--- src/rtl/pipe_ctrl.sv ---
// Five-stage pipeline controller: resolves stage stall requests and MEM-stage
// exception redirects into per-register stall/flush vectors, with a stall-cycle counter.
module pipe_ctrl #(
    parameter int PC_W  = 32,
    parameter int CNT_W = 32
) (
    input  logic             clk,
    input  logic             rst,
    input  logic             if_stallreq,
    input  logic             id_stallreq,
    input  logic             ex_stallreq,
    input  logic             mem_stallreq,
    input  logic             exc_flag,
    input  logic [PC_W-1:0]  exc_newpc,
    input  logic             if_busy,
    output logic [4:0]       stall,
    output logic [4:0]       flush,
    output logic             redir_en,
    output logic [PC_W-1:0]  redir_pc,
    output logic             wait_if,
    output logic [CNT_W-1:0] stall_cnt
);

    typedef enum logic {IDLE, WAIT_IF} state_t;

    state_t          state, state_nxt;
    logic [PC_W-1:0] pc_q;
    logic [3:0]      req;
    logic [4:0]      stall_c, flush_c;
    logic            redir_c, latch_c;

    assign req = {mem_stallreq, ex_stallreq, id_stallreq, if_stallreq};

    always_comb begin
        state_nxt = state;
        stall_c   = 5'b00000;
        flush_c   = 5'b00000;
        redir_c   = 1'b0;
        latch_c   = 1'b0;
        case (state)
            IDLE: begin
                if (exc_flag) begin
                    flush_c = 5'b11110;
                    if (if_busy) begin
                        // Fetch in flight: hold PC until the bus drains, then redirect.
                        stall_c   = 5'b00001;
                        latch_c   = 1'b1;
                        state_nxt = WAIT_IF;
                    end else begin
                        redir_c = 1'b1;
                    end
                end else begin
                    casez (req)
                        4'b1???: begin stall_c = 5'b01111; flush_c = 5'b10000; end
                        4'b01??: begin stall_c = 5'b00111; flush_c = 5'b01000; end
                        4'b001?: begin stall_c = 5'b00011; flush_c = 5'b00100; end
                        4'b0001: begin stall_c = 5'b00001; flush_c = 5'b00010; end
                        default: ;
                    endcase
                end
            end
            WAIT_IF: begin
                flush_c = 5'b11110;
                latch_c = exc_flag;
                if (if_busy) begin
                    stall_c = 5'b00001;
                end else begin
                    redir_c   = 1'b1;
                    state_nxt = IDLE;
                end
            end
            default: state_nxt = IDLE;
        endcase
    end

    always_ff @(posedge clk or posedge rst) begin
        if (rst) begin
            state     <= IDLE;
            pc_q      <= '0;
            stall_cnt <= '0;
        end else begin
            state <= state_nxt;
            if (latch_c)
                pc_q <= exc_newpc;
            if (stall_c[0] && (stall_cnt != {CNT_W{1'b1}}))
                stall_cnt <= stall_cnt + 1'b1;
        end
    end

    // Outputs are forced low for as long as reset is held.
    assign stall    = rst ? 5'b00000 : stall_c;
    assign flush    = rst ? 5'b00000 : flush_c;
    assign redir_en = rst ? 1'b0 : redir_c;
    assign redir_pc = rst ? '0 : ((state == WAIT_IF) ? pc_q : exc_newpc);
    assign wait_if  = !rst && (state == WAIT_IF);

endmodule

--- config.mk ---
export PLATFORM = sky130hd
export DESIGN_NAME = pipe_ctrl
export DESIGN_NICKNAME = d
export VERILOG_FILES = /design/src/rtl/pipe_ctrl.sv
export SDC_FILE = /design/constraint.sdc
export NUM_CORES = 1
export LEC_CHECK = 0
export CAP_MARGIN = 20
export CORE_MARGIN = 5
export CORE_UTILIZATION = 46
export DETAILED_ROUTE_END_ITERATION = 7
export PLACE_DENSITY = 0.9
export SLEW_MARGIN = 20
export SYNTH_ARGS = -nofsm -noshare
export SYNTH_HDL_FRONTEND = slang
export SYNTH_SLANG_ARGS = --single-unit
export TNS_END_PERCENT = 20
--- constraint.sdc ---
create_clock -name clk -period 4.1 [get_ports clk]
set_input_delay 1.025 -clock clk [delete_from_list [all_inputs] [get_ports clk]]
set_output_delay 1.025 -clock clk [all_outputs]
set_load 0.05 [all_outputs]
; ---- Word level (Yosys, flattened, before mapping)
; Cells that the tools add are included.
[totals]
regBits = 65
input_bits = 40
out_inout_bits = 76
word_cells = 31
[op_classes]
addsub = 1
n_eq_ne = 4
n_mux = 19
bitwise = 1
n_reduce_logical = 3
[ops]
columns = cell, count
row1 = two-way mux 32 bit, 2
row2 = "adder 32 x 1 -> 32 bit, second input constant", 1
row3 = "!= test 32 bit, second input constant", 1
row4 = two-way mux 5 bit, 4
row5 = case mux 5 bit (2 select lines), 2
row6 = case mux 5 bit (4 select lines), 1
row7 = case mux 4 bit (4 select lines), 1
row8 = two-way mux 1 bit, 6
row9 = case mux 1 bit (2 select lines), 3
row10 = "equality test 4 x 1 -> 1 bit, second input constant", 1
row11 = "equality test 3 x 1 -> 1 bit, second input constant", 1
row12 = "equality test 2 x 1 -> 1 bit, second input constant", 1
row13 = logical AND 1 bit, 2
row14 = zero test 1 bit, 1
row15 = inverter 1 bit, 1

; ---- Depth between registers and ports, before layout
[logic_depth]
word_depth = 5
mapped_depth = 8

; ---- Least setup slack after synthesis
; No wires, ideal clock.
[synth_timing]
path_kind = input -> output
from = input rst
to = output stall[3]
t_arrival_ps = 3199
path_slack_ps = -124
cell_stages = 3
path_cell_list = clkbuf_1 inv_1 and3_1
[synth_via]
elab_chain_len = 1
[synth_rtl]
columns = element, line
row1 = from (decl), 8  ; input logic rst,
row2 = two-way mux 5 bit, 91  ; assign stall = rst ? 5'b00000 : stall_c;
row3 = to (decl), 16  ; output logic [4:0] stall,
; Every way passes these cells.

; ---- Worst setup path in the final report
[layout_timing]
from = input exc_flag
to = output stall[1]
[layout_via]
elab_chain_len = 3
[layout_rtl]
columns = element, line
row1 = from (decl), 13  ; input logic exc_flag,
row2 = two-way mux 5 bit, 42  ; if (exc_flag) begin
row3 = case mux 5 bit (2 select lines), 40  ; case (state)
row4 = two-way mux 5 bit, 91
; Every way passes these cells.

==> results by group <==
Run status
  • Status: complete, no violations

Clock network
  • H-Tree Depth: 3
  • Postcts setup bufs: 0
  • Num CTS Buffers: 9
  • Hold_buf cts: 0
  • Clock buffer depth: 2
  • Post-CTS sizing: 0
  • TritonCTS sink count: 65
  • CTS root buf: clkbuf_8
  • Clock transition at the registers of the reported paths: 70 ps
  • Worst-Skew Late Latency: 340 ps
  • CTS tree: built

Final layout
  • Layout Nets: 473
  • Commonest non-fill, non-tap cells in the layout: 71 x clkdlybuf4s50_1, 64 x dfrtp_1, 48 x nor2_1
  • Most common cell after layout, fill and taps aside: clkdlybuf4s50_1
  • Fillers: 485
  • Fin area: 5340 µm²
  • Syn-to-layout area delta: 53.6%
  • N_diodes: 0
  • Proportion of layout cells with a drive suffix above 1: 0.259

Global route
  • GR Overflow Total: 0
  • Tot GR Track Use: 0.216
  • Met3 Use GR: 0.0446
  • Vias in the first global route: 3078
  • Largest net degree at the start of global routing: 66
  • First-pass GRT wire length: 16300 µm
  • Met2 Usage GRT: 0.368
  • Initial antenna violation count: 0
  • GR peak layer: met2
  • Met1 global-route usage: 0.266

Setup path
  • Reg2Reg Depth: 5
  • CP Capture Type: output pin
  • CP max FO: 9
  • Critical Path RT: 3070 ps
  • RR Startpoint: state
  • CP cell instances: clkdlybuf4s50_1 -> or2_1 -> nor3_1 -> buf_12
  • Worst Setup Path Type: in2out
  • Startpoint types: input pin
  • Crit Reg-Reg Endpoint: stall_cnt[23]
  • Crit-path slowest cell: clkdlybuf4s50_1
  • WP buf/inv: 2
  • CP delay by family, top: simple AND/OR/NAND/NOR gates
  • CP max stage delay: 520 ps
  • R2r setup slk: 1630 ps
  • CP Data Arrival Time: 2610 ps

Die
  • Die H: 97.0 µm
  • Rows: 31
  • Initial Utilization: 0.477
  • I/O pin total: 116
  • Die Footprint: 9400 µm²
  • Die W: 97.0 µm
  • Core Region: 7290 µm²

Synth
  • Synth Register Bits: 65
  • Average size of a mapped cell: 11.0 µm²
  • Synth Area in Compound Gates: 0.0514
  • EDFF count, synth: 0
  • Xor/xnor share of the synthesized area: 0.0655
  • Syn Inst Count: 317
  • Combinational family with the most area after synthesis: multiplexers
  • Yosys cell types: 48
  • Synth Area in Simple Gates: 0.178
  • Cell area after synthesis: 3480 µm²
  • Seq/Total Area, Yosys: 0.468
  • Mux contribution to synthesized area: 0.202
  • Post-synth ARST share: 1.00
  • Synth warn: 0
  • Commonest register cell after synthesis: dfrtp_1
  • Post-Synth Adder-Cell Area: 0.00360

Place
  • Worst slack, placed: 503 ps
  • DP HPWL: 7420 µm
  • Final RePlAce weighted congestion: 0.836
  • Port Buffers: 113
  • Placement Cell Area: 5120 µm²

Timing
  • Min Tclk post-route: 3640 ps
  • Slew margin rel.: 0.462
  • Worst-Margin Slew: 806 ps
  • Hold_ws: 510 ps
  • Setup ws final: 461 ps
  • Setup-failing EPs final: 0
  • Highest Clock Rate: 0.275 GHz
  • Final Hold Viols: 0
  • Setup Skew: 7.67 ps
  • Period utilisation layout: 0.888
  • Final setup TNS: 0 ps
  • Max Slew Vio Count: 0
  • Unrepaired setup endpoints after global routing: no

Power and ir drop
  • Pwr Total: 2.18 mW
  • Power per Cell Area: 407 nW/µm²
  • Leakage: 2.21 nW
  • Max VDD drop: 0.492 mV

Drt
  • Routed WL per cell: 18.8 µm
  • Routed wire length: 10100 µm
  • Initial DRT Pass Iterations: 4
  • DRC Markers: 0
  • Post-DRT Antenna Nets: 0
  • DR iter-0 viols: 135
  • Vias per cell: 5.51
  • Vias: 2952

Min path
  • Hold Path Class: reg2reg
  • Worst hold path depth: 1
  • HP Start: pc_q[29]
  • Hold Path End: pc_q[29]

Run
  • Max cap viols: 0
state kept, by name, summed over array words and instances (netlist names):
signal     cells
pc_q          32
stall_cnt     32
state          1
worst max-delay path by stage:
stage          slack (ps)        to        start  depth (start not counted)
2_1_floorplan         260  stall[3]          rst                          3
6_report              460  stall[1]     exc_flag                          4
3_3_place_gp          560  stall[0]  ex_stallreq                          5
4_1_cts               500  stall[0]     exc_flag                          5
5_1_grt               410  stall[0]     exc_flag                          5
3_5_place_dp          500  stall[0]     exc_flag                          5
power by group:
group | switching, mW | leakage [nW] | internal, mW
Sequential | 0.0810 | 0.817 | 0.727
Combinational | 0.441 | 1.28 | 0.333
Clock | 0.252 | 0.109 | 0.342
Total | 0.775 | 2.21 | 1.40
metal layers:
layer	routed length, µm	part of all wire
met5	0	0
met3	506	0.050
met1	4210	0.42
met4	205	0.020
met2	5170	0.51
synth_stat cells (7+ instances only):
cell type / instances / area share
a21oi_1: 9 / 0.013
clkbuf_1: 7 / 0.0076
dfrtp_1: 65 / 0.47
mux2_2: 34 / 0.11
mux2i_1: 32 / 0.092
nand2_1: 11 / 0.012
nand3_1: 12 / 0.017
nand4_1: 14 / 0.025
nor2_1: 48 / 0.052
xnor2_1: 23 / 0.058
cells by family after synthesis:
kind of cell | count (synthesis)
adders and majority gates | 1
and+or+nand+nor | 116
DFF | 65
xor gates and xnor gates | 26
other | 1
AOI/OAI and AO/OA | 21
muxes | 66
buffers and inverters | 21
through the flow:
stage,util,instances
floorplan,-,318
CTS,0.732,536
finish,0.732,536
global placement,0.702,520
global route,0.732,536
detailed placement,0.702,520
layout make-up:
type / count / area (µm²) / share of cell area
clock buffer: 9 / 124 / 0.0232
clock inverter: 7 / 95.1 / 0.0178
inverter: 5 / 22.5 / 0.00422
multi-input combinational: 232 / 1750 / 0.328
sequential: 65 / 1630 / 0.305
tap: 99 / 124 / 0.0232
timing repair buffer: 119 / 1600 / 0.299
No activity file was read; power rests on OpenSTA's default activity.
